<file path="src/rtl/hash_target_check_if.sv">
// Handshake and result bundle between the mining FSM and hash_target_check.
// The master drives the digest strobe and control; the slave returns status.
interface hash_target_check_if;
   logic         hash_valid;
   logic [255:0] HASH;
   logic [31:0]  nonce_in;
   logic [255:0] target_in;
   logic         target_load;
   logic         clear;
   logic         busy;
   logic         result_valid;
   logic         hit;
   logic         stop;
   logic [31:0]  found_nonce;
   logic [255:0] found_hash;
   logic         overrun;
   logic [31:0]  attempts;
   logic [1:0]   state_dbg;

   modport master (
      output hash_valid, HASH, nonce_in, target_in, target_load, clear,
      input  busy, result_valid, hit, stop, found_nonce, found_hash,
             overrun, attempts, state_dbg
   );

   modport slave (
      input  hash_valid, HASH, nonce_in, target_in, target_load, clear,
      output busy, result_valid, hit, stop, found_nonce, found_hash,
             overrun, attempts, state_dbg
   );
endinterface

</file>
<file path="src/rtl/hash_target_check.sv">
// Serial 32-bit-per-cycle HASH <= target comparator, MS word first, latching the first winner.
// Optional attempt counter is built only when HTC_ATTEMPT_COUNTER_EN is defined.
//
// Handshake: hash_valid is a one-cycle strobe accepted only in IDLE; result_valid is a
// one-cycle pulse, hit qualifies it; stop holds high in FOUND until clear or reset.
module hash_target_check #(
   parameter logic [255:0] TGT_RESET = {32'h0000_0000, 32'hFFFF_0000, 192'h0}
) (
   input logic              clock,
   input logic              reset,
   hash_target_check_if.slave bus
);

   typedef enum logic [1:0] {
      S_IDLE  = 2'd0,
      S_CMP   = 2'd1,
      S_FOUND = 2'd2
   } state_t;

   state_t       state;
   logic [255:0] target_q;
   logic [255:0] hash_q;
   logic [31:0]  nonce_q;
   logic [2:0]   idx;
   logic         busy_q;
   logic         result_valid_q;
   logic         hit_q;
   logic         stop_q;
   logic         overrun_q;
   logic [31:0]  found_nonce_q;
   logic [255:0] found_hash_q;

   // Word idx sits at bit offset (7 - idx) * 32, i.e. {~idx, 5'b0}.
   logic [7:0]   word_lo;
   logic [31:0]  h_w;
   logic [31:0]  t_w;

   assign word_lo = {~idx, 5'd0};
   assign h_w     = hash_q[word_lo +: 32];
   assign t_w     = target_q[word_lo +: 32];

   always_ff @(posedge clock) begin
      if (!reset) begin
         state          <= S_IDLE;
         target_q       <= TGT_RESET;
         hash_q         <= '0;
         nonce_q        <= '0;
         idx            <= '0;
         busy_q         <= 1'b0;
         result_valid_q <= 1'b0;
         hit_q          <= 1'b0;
         stop_q         <= 1'b0;
         overrun_q      <= 1'b0;
         found_nonce_q  <= '0;
         found_hash_q   <= '0;
      end else begin
         result_valid_q <= 1'b0;
         hit_q          <= 1'b0;
         if (bus.clear) begin
            state         <= S_IDLE;
            idx           <= '0;
            busy_q        <= 1'b0;
            stop_q        <= 1'b0;
            overrun_q     <= 1'b0;
            found_nonce_q <= '0;
            found_hash_q  <= '0;
         end else begin
            case (state)
               S_IDLE: begin
                  // A same-cycle load is in target_q before the first word is compared.
                  if (bus.target_load) target_q <= bus.target_in;
                  if (bus.hash_valid) begin
                     hash_q  <= bus.HASH;
                     nonce_q <= bus.nonce_in;
                     idx     <= '0;
                     busy_q  <= 1'b1;
                     state   <= S_CMP;
                  end
               end
               S_CMP: begin
                  if (bus.hash_valid) overrun_q <= 1'b1;
                  if (h_w < t_w || (h_w == t_w && idx == 3'd7)) begin
                     state          <= S_FOUND;
                     idx            <= '0;
                     busy_q         <= 1'b0;
                     stop_q         <= 1'b1;
                     result_valid_q <= 1'b1;
                     hit_q          <= 1'b1;
                     found_nonce_q  <= nonce_q;
                     found_hash_q   <= hash_q;
                  end else if (h_w > t_w) begin
                     state          <= S_IDLE;
                     idx            <= '0;
                     busy_q         <= 1'b0;
                     result_valid_q <= 1'b1;
                  end else begin
                     idx <= idx + 3'd1;
                  end
               end
               S_FOUND: begin
                  state <= S_FOUND;
               end
               default: begin
                  state <= S_IDLE;
               end
            endcase
         end
      end
   end

`ifdef HTC_ATTEMPT_COUNTER_EN
   logic [31:0] attempts_q;

   always_ff @(posedge clock) begin
      if (!reset) begin
         attempts_q <= '0;
      end else if (bus.clear) begin
         attempts_q <= '0;
      end else if (state == S_IDLE && bus.hash_valid && attempts_q != 32'hFFFF_FFFF) begin
         attempts_q <= attempts_q + 32'd1;
      end
   end

   assign bus.attempts = attempts_q;
`else
   assign bus.attempts = 32'h0;
`endif

   assign bus.busy         = busy_q;
   assign bus.result_valid = result_valid_q;
   assign bus.hit          = hit_q;
   assign bus.stop         = stop_q;
   assign bus.overrun      = overrun_q;
   assign bus.found_nonce  = found_nonce_q;
   assign bus.found_hash   = found_hash_q;
   assign bus.state_dbg    = state;

endmodule
</file>
<file path="src/flat_wrapper.sv">
// flat-port wrapper written by rule: the top's interface ports become plain ports
module hash_target_check_flat 
#(
   parameter logic [255:0] TGT_RESET = {32'h0000_0000, 32'hFFFF_0000, 192'h0}
)
  (clock, reset, bus_hash_valid, bus_HASH, bus_nonce_in, bus_target_in, bus_target_load, bus_clear, bus_busy, bus_result_valid, bus_hit, bus_stop, bus_found_nonce, bus_found_hash, bus_overrun, bus_attempts, bus_state_dbg);
  hash_target_check_if bus_i ();
  input logic clock;
  input logic reset;
  input wire logic [$bits(bus_i.hash_valid)-1:0] bus_hash_valid;
  input wire logic [$bits(bus_i.HASH)-1:0] bus_HASH;
  input wire logic [$bits(bus_i.nonce_in)-1:0] bus_nonce_in;
  input wire logic [$bits(bus_i.target_in)-1:0] bus_target_in;
  input wire logic [$bits(bus_i.target_load)-1:0] bus_target_load;
  input wire logic [$bits(bus_i.clear)-1:0] bus_clear;
  output wire logic [$bits(bus_i.busy)-1:0] bus_busy;
  output wire logic [$bits(bus_i.result_valid)-1:0] bus_result_valid;
  output wire logic [$bits(bus_i.hit)-1:0] bus_hit;
  output wire logic [$bits(bus_i.stop)-1:0] bus_stop;
  output wire logic [$bits(bus_i.found_nonce)-1:0] bus_found_nonce;
  output wire logic [$bits(bus_i.found_hash)-1:0] bus_found_hash;
  output wire logic [$bits(bus_i.overrun)-1:0] bus_overrun;
  output wire logic [$bits(bus_i.attempts)-1:0] bus_attempts;
  output wire logic [$bits(bus_i.state_dbg)-1:0] bus_state_dbg;
  assign bus_i.hash_valid = bus_hash_valid;
  assign bus_i.HASH = bus_HASH;
  assign bus_i.nonce_in = bus_nonce_in;
  assign bus_i.target_in = bus_target_in;
  assign bus_i.target_load = bus_target_load;
  assign bus_i.clear = bus_clear;
  assign bus_busy = bus_i.busy;
  assign bus_result_valid = bus_i.result_valid;
  assign bus_hit = bus_i.hit;
  assign bus_stop = bus_i.stop;
  assign bus_found_nonce = bus_i.found_nonce;
  assign bus_found_hash = bus_i.found_hash;
  assign bus_overrun = bus_i.overrun;
  assign bus_attempts = bus_i.attempts;
  assign bus_state_dbg = bus_i.state_dbg;
  hash_target_check #(.TGT_RESET(TGT_RESET)) u_core (.clock(clock), .reset(reset), .bus(bus_i));
endmodule
</file>
<file path="config.mk">
export PLATFORM = sky130hd
export DESIGN_NAME = hash_target_check_flat
export DESIGN_NICKNAME = d
export VERILOG_FILES = /design/src/rtl/hash_target_check_if.sv /design/src/rtl/hash_target_check.sv /design/src/flat_wrapper.sv
export SDC_FILE = /design/constraint.sdc
export NUM_CORES = 2
export LEC_CHECK = 0
export ABC_AREA = 1
export BUFFER_PORTS_ARGS = -buffer_cell sky130_fd_sc_hd__buf_4
export CAP_MARGIN = 20
export CORE_MARGIN = 8
export CORE_UTILIZATION = 30
export DETAILED_ROUTE_END_ITERATION = 16
export GPL_TIMING_DRIVEN = 0
export PLACE_DENSITY = 0.5
export SYNTH_ARGS = -nofsm -noshare
export SYNTH_HDL_FRONTEND = slang
export SYNTH_SLANG_ARGS = --single-unit
export TNS_END_PERCENT = 50
</file>
<file path="constraint.sdc">
create_clock -name clock -period 6.8 [get_ports clock]
set_input_delay 1.02 -clock clock [delete_from_list [all_inputs] [get_ports clock]]
set_output_delay 1.02 -clock clock [all_outputs]
set_load 0.05 [all_outputs]
</file>
==> results_dict.tcl <==
set metrics [dict create \
    finalMaxSlewViolations 0 \
    worstPathMaxFanout 10 \
    cts_hold_buf 0 \
    root_buffer "clkbuf_16" \
    wl_per_cell_um 26.90 \
    cp-start-kind "flop" \
    status "finished, final reports clean" \
    dpl.cell_count 7027 \
    ant_nets 0 \
    drt_iter0_drc 3248 \
    port_buffers 842 \
    grt_start_max_net_pins 13 \
    leakagePower_nw 20.66 \
    die_x_um 351.9 \
    final_cell_area_um2 45390 \
    synth_area_per_cell_um2 7.281 \
    cts.htree.levels 3 \
    grt-ovfl-total 0 \
    grt_first_pass_wirelength_um 262900 \
    worst_pin_slew_ps 1211 \
    synth_seq_cells 842 \
    synth_ff_type "dfxtp_1" \
    rows 123 \
    syn-cell-area_um2 33840 \
    yosysSeqAreaShare_pct 49.81 \
    synthArstFlopShare_pct 0 \
    drt-total-wl_um 193700 \
    clk_pin_slew_ps 60 \
    postSynthCellCount 4648 \
    layout-drive-gt1-share_pct 18.99 \
    hold_ws_ps 449.7 \
    via_per_inst 5.027 \
    synth_enable_flop_cells 0 \
    max_slew_margin_pct 19.25 \
    vias 36200 \
    peakVddDrop_mv 0.1788 \
    finalClockSkew_ps 34.52 \
    timing.final.crit_share_pct 96.95 \
    critPathRequiredTime_ps 7400 \
    synth_warnings 0 \
    pin_count 876 \
    syn_to_final_growth_pct 34.13 \
    min_period_ps 6593 \
    holdPathStages 2 \
    routabilityCongestion 0.9647 \
    crit_type "flop to flop" \
    clock.fmax_mhz 151.7 \
    rsz0062_at_grt "false" \
    core_area_um2 112200 \
    r2r.worst_path.cells 24 \
    clk_latency_ps 690 \
    hpwl_um 158800 \
    clk_path_buf_depth 3 \
    setup_viol 0 \
    die_h_um 351.9 \
    drc 0 \
    r2r_setup_slack_ps 210 \
    grt_pass1_vias 35270 \
    cts_inserted_buffers 94 \
    setup.worst_path.end_class "flop" \
    post_cts_buffers 0 \
    antenna_found_initial 27 \
    synth_cell_types 28 \
    start_util_pct 30.16 \
    drt-pass1-iter-count 6 \
    hold_viol_final 0 \
    nets 6207 \
    dieArea_um2 123800 \
    crit_arrival_ps 7190 \
    placed_area_um2 42250 \
    nFillCells 12140 \
    power.density_nw_per_um2 274.8 \
    fin_cells 7201 \
    hold_class "flop to flop" \
    cts_num_sinks 842 \
    grt.total_usage_pct 29.62 \
    maxCapViolCount 0 \
    cts_tree "built" \
]
metal layers:
metal  vias up  part of all wire [%]  track usage [%]
met1     17230                    41            37.12
met2      1464                    47            50.07
met5         -                 0.025                0
met4         8                   4.5            11.80
li1      17180                     -                -
met3       315                   6.9            5.568
cells in the final DEF (no fill, tap or decap), drive strengths merged, types with 7 or more instances in the layout:
| cell type | instances |
|---|---|
| nor2 | 1846 |
| nand3 | 19 |
| buf | 946 |
| o21ai | 1102 |
| a31oi | 32 |
| a21oi | 96 |
| inv | 74 |
| o22ai | 54 |
| a221oi | 7 |
| nand2 | 96 |
| diode | 10 |
| bufinv | 8 |
| clkinv | 15 |
| conb | 32 |
| ha | 34 |
| dfxtp | 842 |
| o221ai | 32 |
| clkbuf | 442 |
critical path, stage by stage (launching register included):
cell	delay, ps
dfxtp_1	810
buf_2	610
clkbuf_1	620
buf_8	230
clkbuf_1	640
o21ai_0	220
o221ai_1	490
o21ai_0	340
ha_1	390
nand2_1	60
nand2_1	60
nand2_1	50
nand2_1	50
nand2_1	50
nand2_1	70
nand2_1	50
nand2_1	50
nand2_1	50
nand2_1	170
a21oi_2	100
inv_2	70
clkbuf_1	700
buf_2	410
nor2_1	100
nor2_1	100
registers in the layout, summed over array words and instances, names as in the netlist:
| name | count |
|---|---|
| u_core.bus.state_dbg | 2 |
| u_core.nonce_q | 32 |
| u_core.bus.found_hash | 256 |
| u_core.hash_q | 256 |
| u_core.bus.stop | 1 |
| u_core.bus.result_valid | 1 |
| u_core.bus.busy | 1 |
| u_core.idx | 3 |
| u_core.target_q | 256 |
| u_core.bus.hit | 1 |
| u_core.bus.found_nonce | 32 |
| u_core.bus.overrun | 1 |
synthesized netlist by cell type, types with 3 or more instances:
cell      number  area share, %
o221ai_1      32           0.83
inv_1         70           0.78
nand2_1       96            1.1
nor2_1      1846             20
nand3_1       19           0.28
buf_6         34            1.1
nand4_1        3          0.055
o22ai_1       54            1.0
a31oi_1       32           0.59
ha_1          34            1.3
a221oi_1       7           0.18
buf_4         33           0.73
o21a_1         3          0.067
o21ai_0      988             15
buf_1         13           0.14
clkbuf_1     308            3.4
o21ai_1      114            1.7
buf_2         15           0.22
a21oi_1       95            1.4
dfxtp_1      842             50
stage by stage:
step | total power, mW | util [%] | setup TNS (ps) | worst slack, ps
floorplan | 6.375 | - | 0 | 3511
global placement | 7.307 | 37.58 | -622.2 | -143.2
detailed placement | 7.318 | 37.66 | 0 | 192.8
CTS | 12.52 | 40.42 | 0 | 155.3
global route | 12.89 | 40.45 | 0 | 4.216
finish | 12.47 | 40.46 | 0 | 207.3
area by class of cell:
type	instances	area [µm²]	share of cell area [%]
Sequential cell	842	16860	37.13
Multi-Input combinational cell	3360	14890	32.80
Timing Repair Buffer	849	6424	14.15
Clock buffer	135	2718	5.987
Buffer	405	1958	4.314
Tap cell	1500	1877	4.135
Clock inverter	28	377.9	0.8324
Inverter	72	270.3	0.5954
Antenna cell	10	25.02	0.05513
final timing paths:
path                                                  end            startpoint
worst max-delay path            u_core.bus.found_hash[52]         u_core.idx[0]
worst min-delay path                 u_core.target_q[213]  u_core.target_q[213]
worst max register to register  u_core.bus.found_hash[52]         u_core.idx[0]
worst min register to register       u_core.target_q[213]  u_core.target_q[213]
cells by family after synthesis:
logic type               after synthesis  share of synthesized area, %
AO/OA/AOI/OAI                       1328                         20.44
adder cells (fa/ha/maj)               34                         1.257
buffers and inverters                477                         6.562
flip-flops                           842                         49.81
other                                  1                       0.01108
AND/OR/NAND/NOR                     1966                         21.92
report_power, final:
| group | internal, mW | switching, mW | total, mW | leakage (nW) |
|---|---|---|---|---|
| combinational | 0.595 | 1.19 | 1.78 | 12.2 |
| sequential | 5.22 | 0.237 | 5.45 | 6.89 |
| clock | 3.07 | 2.17 | 5.24 | 1.52 |
what timing repair did:
action / CTS / global route
gates resized for setup: 0 / 4
endpoints found under the hold margin: 0 / 0
endpoints found under the setup margin: 0 / 12
(Power assumes the default switching activity.)
